### src/rtl/tt_wb_ctrl_seq.sv
// tt_wb_ctrl_seq: Wishbone slave that sequences the tt_top mux control chain
// (select-chain reset, N increment pulses, then enable) and reports progress.
module tt_wb_ctrl_seq #(
    parameter logic [31:0] BASE_ADDR = 32'h3000_0000,
    parameter int          ADDR_W    = 10,
    parameter int          PULSE_LEN = 2,
    parameter int          GAP_LEN   = 2
) (
    input  logic        clk,
    input  logic        rst_n,
    input  logic        wbs_stb_i,
    input  logic        wbs_cyc_i,
    input  logic        wbs_we_i,
    input  logic [3:0]  wbs_sel_i,
    input  logic [31:0] wbs_adr_i,
    input  logic [31:0] wbs_dat_i,
    output logic        wbs_ack_o,
    output logic [31:0] wbs_dat_o,
    output logic        ctrl_sel_rst_n,
    output logic        ctrl_sel_inc,
    output logic        ctrl_ena,
    output logic        busy,
    output logic        done_irq
);
    localparam int MAXL = PULSE_LEN > GAP_LEN ? PULSE_LEN : GAP_LEN;
    localparam int CW   = $clog2(MAXL) + 1;
    localparam logic [CW-1:0] P1 = CW'(PULSE_LEN - 1);
    localparam logic [CW-1:0] G1 = CW'(GAP_LEN - 1);
    localparam logic [2:0] IDLE    = 3'd0;
    localparam logic [2:0] RST_LO  = 3'd1;
    localparam logic [2:0] RST_GAP = 3'd2;
    localparam logic [2:0] INC_HI  = 3'd3;
    localparam logic [2:0] INC_GAP = 3'd4;
    localparam logic [2:0] ENA_S   = 3'd5;

    logic [2:0]        state, nxt;
    logic [CW-1:0]     cnt, ncnt;
    logic [ADDR_W-1:0] cur, ncur;
    logic [31:0]       ctrl_q, stat, rdata;
    logic              err, hit, rd, ctrl_wr, full, start, err_set, stat_rd;
    logic              unused_adr;

    assign unused_adr = ^wbs_adr_i[1:0];
    assign hit     = wbs_stb_i & wbs_cyc_i & (wbs_adr_i[31:4] == BASE_ADDR[31:4]) & !wbs_ack_o;
    assign rd      = hit & !wbs_we_i;
    assign full    = wbs_sel_i == 4'hF;
    assign ctrl_wr = hit & wbs_we_i & (wbs_adr_i[3:2] == 2'd0);
    assign start   = ctrl_wr & full & !busy;
    assign err_set = ctrl_wr & full & busy;
    assign stat_rd = rd & (wbs_adr_i[3:2] == 2'd1);

    always_comb begin
        stat = '0;
        stat[0] = busy;
        stat[1] = ctrl_ena;
        stat[2] = err;
        stat[16+:ADDR_W] = cur;
        rdata = wbs_adr_i[3:2] == 2'd0 ? ctrl_q : wbs_adr_i[3:2] == 2'd1 ? stat : '0;
    end

    // One shared down-counter times every pulse and gap; a phase ends when it hits 0.
    always_comb begin
        nxt  = state;
        ncnt = cnt - CW'(1);
        ncur = cur;
        case (state)
            RST_LO:  if (cnt == '0) begin nxt = RST_GAP; ncnt = G1; end
            RST_GAP: if (cnt == '0) begin nxt = ctrl_q[ADDR_W-1:0] == '0 ? ENA_S : INC_HI; ncnt = P1; end
            INC_HI:  if (cnt == '0) begin nxt = INC_GAP; ncnt = G1; ncur = cur + ADDR_W'(1); end
            INC_GAP: if (cnt == '0) begin nxt = cur == ctrl_q[ADDR_W-1:0] ? ENA_S : INC_HI; ncnt = P1; end
            ENA_S:   begin nxt = IDLE; ncnt = cnt; end
            default: begin nxt = IDLE; ncnt = cnt; end
        endcase
        if (start) begin
            nxt  = RST_LO;
            ncnt = P1;
            ncur = '0;
        end
    end

    // Control outputs are registered from the next state so they line up with it.
    always_ff @(posedge clk or negedge rst_n) begin
        if (!rst_n) begin
            wbs_ack_o      <= 1'b0;
            wbs_dat_o      <= '0;
            ctrl_q         <= '0;
            err            <= 1'b0;
            state          <= IDLE;
            cnt            <= '0;
            cur            <= '0;
            busy           <= 1'b0;
            ctrl_sel_rst_n <= 1'b0;
            ctrl_sel_inc   <= 1'b0;
            ctrl_ena       <= 1'b0;
            done_irq       <= 1'b0;
        end else begin
            wbs_ack_o      <= hit;
            wbs_dat_o      <= rd ? rdata : '0;
            ctrl_q         <= start ? wbs_dat_i : ctrl_q;
            err            <= err_set | (err & !stat_rd);
            state          <= nxt;
            cnt            <= ncnt;
            cur            <= ncur;
            busy           <= nxt != IDLE;
            ctrl_sel_rst_n <= nxt != RST_LO;
            ctrl_sel_inc   <= nxt == INC_HI;
            ctrl_ena       <= nxt == ENA_S ? ctrl_q[31] : nxt == RST_LO ? 1'b0 : ctrl_ena;
            done_irq       <= nxt == ENA_S;
        end
    end
endmodule

### config.mk
export PLATFORM = sky130hd
export DESIGN_NAME = tt_wb_ctrl_seq
export DESIGN_NICKNAME = d
export VERILOG_FILES = /design/src/rtl/tt_wb_ctrl_seq.sv
export SDC_FILE = /design/constraint.sdc
export NUM_CORES = 1
export LEC_CHECK = 0
export ABC_CLOCK_PERIOD_IN_PS = 3500
export BUFFER_PORTS_ARGS = -buffer_cell sky130_fd_sc_hd__buf_2
export CORE_ASPECT_RATIO = 1.4
export CORE_MARGIN = 2
export CORE_UTILIZATION = 55
export DETAILED_ROUTE_END_ITERATION = 7
export HOLD_SLACK_MARGIN = 0.1
export PLACE_DENSITY = 0.84
export SLEW_MARGIN = 20
export SYNTH_ARGS = -nofsm -noshare
export SYNTH_HDL_FRONTEND = slang
export SYNTH_SLANG_ARGS = --single-unit
### constraint.sdc
create_clock -name clk -period 3.5 [get_ports clk]
set_input_delay 0.525 -clock clk [delete_from_list [all_inputs] [get_ports clk]]
set_output_delay 0.525 -clock clk [all_outputs]
set_load 0.005 [all_outputs]
==> metrics.md, run 1 <==
| Metric | Value |
|---|---|
| Result of the run | complete, no violations |
| Initial detailed-routing violation count | about 170 |
| Clock Path Buffers | 2 |
| Wire length of the first global-routing pass | 11700 µm |
| Number of antenna violations at the first check in global routing | 0 |
| Max FO, Critical Path | 37 |
| Insertion delay to the later sink of the worst-skew pair | 0.34 ns |
| Die outline height | roughly 100 µm |
| Cell area after synthesis | around 3700 µm² |
| Share of Yosys cell area claimed by the top area cell type | a little under three fifths |
| Aggregate global routing overflow | 0 |
| Async set-or-reset flop fraction in the synthesized netlist | 100% |
| Clock transition at the register clock pins on the worst setup and hold paths after CTS | about 0.080 ns |
| Internal reg-to-reg setup slack | ~1.5 ns |
| Path category of the worst min-delay check | input pin to asynchronous set/reset pin |
| Required time of the critical path | approximately 3.7 ns |
| Cell type contributing the most total cell area after synthesis | dfrtp_1 |
| Number of placed instances, taps included | roughly 470 |
| Slew at the pin closest to its max-slew limit | 0.740 ns |
| YS warnings | 0 |
| Instance area after placement | about 4300 µm² |
| Worst setup path category | input pin to register |
| Area inside the core boundary | roughly 6600 µm² |
| Number of levels in the clock H-tree | 3 |
| Total Routing Usage GR | between 20% and 30% |
| Worst Path Arrival | approximately 2.3 ns |
| Routed WL per cell | roughly 15 µm |
| Port-buffer cells | about 110 |
| Peak Freq | between 400 and 500 MHz |
| Yosys reg bits | 86 |
| Total iterations of the first detailed-routing run | 4 |
| Logic pwr share | under 10% |
| R2r worst-path depth | 5 |
| Mean cell area of the mapped netlist | roughly 13 µm² |
| Total routed wirelength | 7190 µm |
| Lkg Pwr | 0.00235 µW |
| Final setup viols | 0 |
| Number of unique standard cell types used by synthesis | 44 |
| Top_reg_cell synth | dfrtp_1 |
| Via count | 2550 |
| Final instance area | 4460 µm² |
| Post CTS Setup Buffer Count | 0 |
| Relative slew slack | roughly 51% |
| Final setup skew | 0.00703 ns |
| PostCTS Resize Cnt | 0 |
| Sequential-to-total area share from yosys stat | 57.4% |
| Number of routed nets with antenna violations | 0 |
| Cell-by-cell listing of the critical path | buf_2 -> nor4_2 -> nand4_1 -> or3b_2 -> buf_4 -> mux2_4 |
| Combined flip-flop and latch cell area | ~2200 µm² |
| Max-slew violations | 0 |
| Syn Inst Count | approximately 280 |
| Row count | 35 |
| Critical path endpoint category | register |
| Crit Reg-Reg Startpoint | wbs_ack_o |
| Buffer cell driving the clock tree root | clkbuf_8 |
| Antenna diode count | 0 |
| Worst voltage drop across the vdd grid | roughly 0.16 mV |
| Biggest area contributors in the synthesized netlist | dfrtp_1 57%, mux2_4 10%, xnor2_1 3.7%, and2_1 3.5%, a22o_1 3.0% |
| Post-synth EDFFs | 0 |
| Count of unresolved DRC violations after routing | 0 |
| Footprint of the multi-input gates | between 1000 and 1500 µm² |
| Number of global-route vias before repair | 2500 |
| Switching power share of the total | 21.6% |
| Total negative slack for setup checks | 0 ns |
| Non-filler cells in the finished layout | ~480 |
| Max Cap Violations | 0 |
| Clock Power Share | between 30 and 40% |
| CP max stage cell | or3b_2 |
| Largest net degree at the start of global routing | 87 |
| CTS buffer count | 9 |
| Starting Density | between 50% and 60% |
| Internal power | about 1300 µW |
| Post-Syn Nets | 356 |
| DIE WIDTH | 73.8 µm |
| Layout fillers | 485 |
| Post-route minimum period | 2.10 ns |
| Cts-stage hold buffer count | 0 |
| I/O pins | roughly 110 |
| Synth-to-layout area growth | 19.0% |
| Routed via count divided by cell count | approximately 5.3 |
| NetSw | about 350 µW |
| Share of cells above drive strength 1 | 42.1% |
| Reg2Reg Capture Point | ctrl_q[15] |
| Share of total power in sequential cells | around three fifths |
| Die outline area | between 7000 and 8000 µm² |
| GP Congestion | between 0.8 and 0.9 |
| # nets final | 462 |
| RSZ-0062 raised after global routing | no |
| Worst Setup SP | wbs_adr_i[8] |
| Kind of start point of the critical path | input pin |
| Period utilization | between 60% and 70% |
| Stage delay of the slowest cell on the critical path | 0.48 ns |
| Clock sink count | 86 |
| Power per standard cell area | ~360 nW/µm² |
| Number of hold violations in the final report | 0 |
| Detail Placement HPWL | 5150 µm |
| Clock tree from TritonCTS | built |
## flip-flops by register name, indices dropped and copies added, names as in the netlist
register	flops
wbs_dat_o	32
done_irq	1
wbs_ack_o	1
ctrl_ena	1
cnt	2
busy	1
ctrl_sel_inc	1
ctrl_sel_rst_n	1
err	1
cur	10
ctrl_q	32
state	3
## worst max-delay path, delay by kind of cell
family | cells | cell delay, ns
buffers and inverters | 2 | 0.43
muxes | 1 | 0.37
and+or+nand+nor | 3 | 0.98
## Yosys cell counts (3+ instances only)
cell type and n:
nor2_1 20, xnor2_1 16, mux2_2 7, dfrtp_1 86
mux2_4 25, clkbuf_2 3, nand2_1 12, nand2b_1 3
a22o_1 13, nand4_1 7, xor2_1 3, nor4b_2 3
buf_2 5, nor3_1 10, nor4_2 3, nand3_1 3
nor4_1 5, and2_1 21, nor4b_1 3
## through the flow
stage          total power [µW]  hold slack (ns)  setup WS (ns)  util, %
6_report                   1620            0.199           1.40     67.5
5_1_grt                    1680            0.278           1.29     67.5
4_1_cts                    1630            0.383           1.39     67.4
3_5_place_dp               1080            0.466           1.03     65.1
3_3_place_gp               1080            0.454           1.06     65.1
2_1_floorplan              1020            0.229           1.48        -
## layer usage
layer | global-route usage, % | vias to the layer above | share of wire, %
li1 | - | 1198 | -
met1 | 25.7 | 1249 | 42
met2 | 35.6 | 95 | 53
met3 | 3.98 | 8 | 4.0
met4 | 7.83 | 0 | 1.4
met5 | 0 | - | 0
## power by group through the flow
stage	Sequential [µW]	Combinational [µW]	Clock, µW
2_1_floorplan	1010	5.09	0
3_3_place_gp	1010	64.9	0
3_5_place_dp	1010	66.7	0
4_1_cts	993	66.9	573
5_1_grt	993	74.3	614
6_report	993	65.2	560
## cell families (layout without fill, tap and decap cells)
logic type	count (synthesis)	in the layout	synth area share, %
compound gates	24	24	5.17
xor+xnor	19	19	4.44
fa+ha+maj	1	1	0.334
buf+inv	16	124	3.24
flops	86	86	57.4
mux	34	34	12.6
simple gates	102	102	16.8
## layout by cell type (no fill, tap or decap), drive strengths merged, types with 2 or more instances in the layout
cell / count
buf: 110
or3b: 2
or3: 2
a22o: 13
nand2b: 3
xor2: 3
and3b: 2
xnor2: 16
nor4b: 6
o21a: 2
dfrtp: 86
mux2: 32
mux2i: 2
clkbuf: 9
nand2: 12
o21ai: 2
clkinvlp: 3
o211ai: 2
nand4: 7
and2: 21
nor2: 20
nor4: 8
nor3b: 2
nand3: 3
nor3: 10
## worst max path at each step
| stage | to | slack [ns] | cells after the start |
|---|---|---|---|
| after CTS | ctrl_q[15] | 1.39 | 6 |
| after global placement | ctrl_q[21] | 1.06 | 6 |
| final | ctrl_q[15] | 1.40 | 6 |
| after detailed placement | ctrl_q[30] | 1.03 | 6 |
| after global routing | err | 1.29 | 5 |
| after floorplan | ctrl_q[0] | 1.48 | 6 |
## layout make-up
cell class	count	area share, %
clock buffers	9	2.78
inverters	1	0.0842
repair buffers	110	12.6
well taps	92	2.58
flip-flops and latches	86	48.2
multi-input cells	180	33.1
clock inverters	4	0.617
Power figures use the tool's default switching activity.
==> run 2, diff against run 1 <==
--- a/config.mk
+++ b/config.mk
@@ -5,14 +5,15 @@
 export SDC_FILE = /design/constraint.sdc
 export NUM_CORES = 1
 export LEC_CHECK = 0
-export ABC_CLOCK_PERIOD_IN_PS = 3500
+export ABC_AREA = 1
+export ABC_CLOCK_PERIOD_IN_PS = 1800
 export BUFFER_PORTS_ARGS = -buffer_cell sky130_fd_sc_hd__buf_2
 export CORE_ASPECT_RATIO = 1.4
 export CORE_MARGIN = 2
-export CORE_UTILIZATION = 55
+export CORE_UTILIZATION = 47
 export DETAILED_ROUTE_END_ITERATION = 7
 export HOLD_SLACK_MARGIN = 0.1
-export PLACE_DENSITY = 0.84
+export PLACE_DENSITY = 0.76
 export SLEW_MARGIN = 20
 export SYNTH_ARGS = -nofsm -noshare
 export SYNTH_HDL_FRONTEND = slang
==> constraint.sdc (replaced) <==
create_clock -name clk -period 1.8 [get_ports clk]
set_input_delay 0.27 -clock clk [delete_from_list [all_inputs] [get_ports clk]]
set_output_delay 0.27 -clock clk [all_outputs]
set_load 0.005 [all_outputs]
==> run 2 against run 1 <==
Net effect:
- combinational power increased to 2.6 times the previous value
- sequential power increased by 94%
- cell area increased by 11%
- worst hold slack got worse by 0.051 ns
- sequential cell count unchanged
- largest cell class unchanged
- highest routed layer unchanged
==> metrics.md, run 2 <==
| Metric | Value |
|---|---|
| Result of the run | complete, no violations |
| Insertion delay to the later sink of the worst-skew pair | approximately 0.34 ns |
| Worst voltage drop across the vdd grid | ~0.53 mV |
| Cell seen most often among critical-path stages | inv_2 |
| Hold_sp | wbs_dat_i[13] |
| Main combinational cell family by area after synthesis | simple AND/OR/NAND/NOR gates |
| Count of unresolved DRC violations after routing | 0 |
| Aggregate global routing overflow | 0 |
| Buffer cell driving the clock tree root | clkbuf_16 |
| Synth Area in XOR/XNOR | between 1.5 and 2% |
| Post-placement worst setup slack | around 0.09 ns |
| Routed via count divided by cell count | 4.92 |
| Routing layer with the top usage in global route | met2 |
| Max Cap Violations | 0 |
| Sequential-to-total area share from yosys stat | 55.3% |
| Cell area after synthesis | ~3900 µm² |
| Critical path buffer and inverter count | 3 |
| Wire length of the first global-routing pass | ~15000 µm |
| Share of synthesized area spent on multiplexers | 0% |
| Post-route setup slack | about 0.11 ns |
| Clock sink count | between 80 and 90 |
| Number of antenna violations at the first check in global routing | 0 |
| Total Routing Usage GR | between 20% and 30% |
| Total negative slack for setup checks | 0 ns |
| Number of levels in the clock H-tree | 3 |
| Required time of the critical path | around 2.1 ns |
| Instance area after placement | 4610 µm² |
| Period utilization | a little over nine tenths |
| Count leader, synth | nand2_1 |
| Final instance area | 4940 µm² |
| Post-Syn Nets | between 500 and 600 |
| Final setup viols | 0 |
| R2r worst-path depth | 9 |
| Row count | 39 |
| Via count | 3378 |
| Async set-or-reset flop fraction in the synthesized netlist | 100% |
| Area inside the core boundary | just over 8000 µm² |
| Worst Path Arrival | between 1.5 and 2 ns |
| Number of unique standard cell types used by synthesis | 31 |
| Routed WL per cell | between 10 and 15 µm |
| Clock Path Buffers | 2 |
| Share of Yosys cell area claimed by the top area cell type | a little under three fifths |
| Stage delay of the slowest cell on the critical path | approximately 0.41 ns |
| Yosys reg bits | 86 |
| Number of hold violations in the final report | 0 |
| Die outline height | between 100 and 150 µm |
| Last element of the critical path | cur[6] |
| Most common library cell in the layout ignoring fill and taps | buf_2 |
| Final setup skew | between 0.008 and 0.009 ns |
| Antenna diode count | 0 |
| Synth-to-layout area growth | 27.0% |
| Reg2Reg Capture Point | cur[6] |
| Total iterations of the first detailed-routing run | 4 |
| Largest net degree at the start of global routing | 38 |
| Starting Density | 48.0% |
| Number of routed nets with antenna violations | 0 |
| Number of global-route vias before repair | approximately 3400 |
| Power per standard cell area | 791 nW/µm² |
| Worst setup path category | register to register |
| Post-synth EDFFs | 0 |
| Met1 GRT Util | ~25% |
| Biggest area contributors in the synthesized netlist | dfrtp_1 55%, nand2_1 10%, inv_1 6.8%, nor2_1 6.5%, o21ai_0 4.6% |
| Detail Placement HPWL | roughly 6300 µm |
| Biggest regs | ctrl_q (32), wbs_dat_o (32), cur (10) |
| Relative slew slack | between 60% and 70% |
| YS warnings | 0 |
| Met2 layer usage reported by global route | a little under two fifths |
| Share of cells above drive strength 1 | 26.8% |
| Top_reg_cell synth | dfrtp_1 |
| Max-slew violations | 0 |
| CTS buffer count | 9 |
| Max FO, Critical Path | 5 |
| Port-buffer cells | 108 |
| Layout fillers | between 700 and 800 |
| CP max stage cell | dfrtp_1 |
| Post-route minimum period | approximately 1.7 ns |
| DIE WIDTH | just over 80 µm |
| Peak Freq | roughly 590 MHz |
| # nets final | around 660 |
| Top cells by instance count after synthesis | 104 x nand2_1, 86 x dfrtp_1, 70 x inv_1, 67 x nor2_1, 36 x o21ai_0 |
| Slew at the pin closest to its max-slew limit | about 0.47 ns |
| Mean cell area of the mapped netlist | around 8.4 µm² |
| Cell-by-cell listing of the critical path | nor2_4 -> inv_2 -> nor3_4 -> inv_2 -> nor2_2 -> nand3_2 -> o21ai_0 -> nand3_1 -> inv_1 |
| Initial detailed-routing violation count | roughly 190 |
| Clock tree from TritonCTS | built |
| I/O pins | 111 |
| Path category of the worst min-delay check | input pin to register |
| Die outline area | about 9000 µm² |
| Non-filler cells in the finished layout | a little under 700 |
| Cell family with the largest share of critical-path delay | simple AND/OR/NAND/NOR gates |
| Commonest cells after routing, fill and taps aside | 107 x buf_2, 104 x nand2_1, 86 x dfrtp_1 |
| Lkg Pwr | about 0.0027 µW |
| Adder and majority gate portion of the synthesized area | less than 1% |
| RSZ-0062 raised after global routing | yes |
| Simple logic cell fraction of the synthesized area | about a quarter |
| Clock transition at the register clock pins on the worst setup and hold paths after CTS | around 0.060 ns |
| Crit Reg-Reg Startpoint | state[2] |
| GP Congestion | between 0.8 and 0.9 |
| Met3 GRT Util | 4.29% |
| Total routed wirelength | between 8000 and 9000 µm |
| Cell type contributing the most total cell area after synthesis | dfrtp_1 |
| Kind of start point of the critical path | register |
| Internal reg-to-reg setup slack | ~0.11 ns |
| Area fraction in compound gates after synthesis | about 8% |
| Syn Inst Count | approximately 460 |
| Critical path endpoint category | register |
| Number of placed instances, taps included | 670 |
| Minimum hold slack | 0.148 ns |
| Cell depth of the worst setup path | 9 |
| Worst Setup SP | state[2] |
run 2: changes by cell type in the layout (fill, tap and decap cells not counted), moves of 13 or more:
cell | before | now
inv_1 | 1 | 70
mux2_4 | 25 | 0
and2_1 | 21 | 0
a22o_1 | 13 | 0
nand2_1 | 12 | 104
o21ai_0 | 2 | 35
nor2_1 | 20 | 66
run 2: logic make-up after synthesis:
group                      Yosys count
and+or+nand+nor                    223
buffers and inverters               86
DFF                                 86
AOI/OAI and AO/OA                   58
xor gates and xnor gates             7
adders and majority gates            1
run 2: worst reg2reg max path, stage by stage (launching register included):
cell,delay [ns]
dfrtp_1,0.41
nor2_4,0.16
inv_2,0.06
nor3_4,0.26
inv_2,0.11
nor2_2,0.15
nand3_2,0.11
o21ai_0,0.20
nand3_1,0.11
inv_1,0.07
run 2: where the power goes:
part / internal (µW) / switching (µW) / total (µW)
clock network: 1130 / 674 / 1810
registers: 1930 / 0.000000166 / 1930
logic: 74.4 / 92.7 / 167
total: 3140 / 766 / 3910
run 2: worst min path at each step:
stage,to,slack [ns],cells after the start
after floorplan,busy,-0.03,0
after global placement,ctrl_q[20],0.25,1
after detailed placement,ctrl_q[26],0.26,1
after CTS,ctrl_q[14],0.14,3
after global routing,ctrl_q[6],0.15,3
final,ctrl_q[13],0.15,3
run 2: metrics by stage:
stage	power [µW]	utilization (%)
2_1_floorplan	2000	-
3_3_place_gp	2130	56.9
3_5_place_dp	2140	56.9
4_1_cts	3950	60.6
5_1_grt	4050	61.0
6_report	3910	61.0
run 2: cell type report:
type / instances / area, µm² / area share, %
Inverter: 76 / 287 / 5.80
Clock inverter: 1 / 30.0 / 0.607
Multi-Input combinational cell: 289 / 1410 / 28.6
Clock buffer: 13 / 260 / 5.26
Timing Repair Buffer: 120 / 673 / 13.6
Tap cell: 102 / 128 / 2.58
Sequential cell: 86 / 2150 / 43.5
run 2: timing repair:
action / CTS / global route
setup endpoints to repair: 0 / 9
gates resized for setup: 0 / 6
endpoints found under the hold margin: 34 / 0
setup buffers: 0 / 2
hold buffers: 1 / 0
run 2: per-layer routing:
layer	share of wire (%)	up-vias
met5	0	-
met4	2.0	0
met3	4.5	19
met2	52	87
met1	41	1590
li1	-	1682
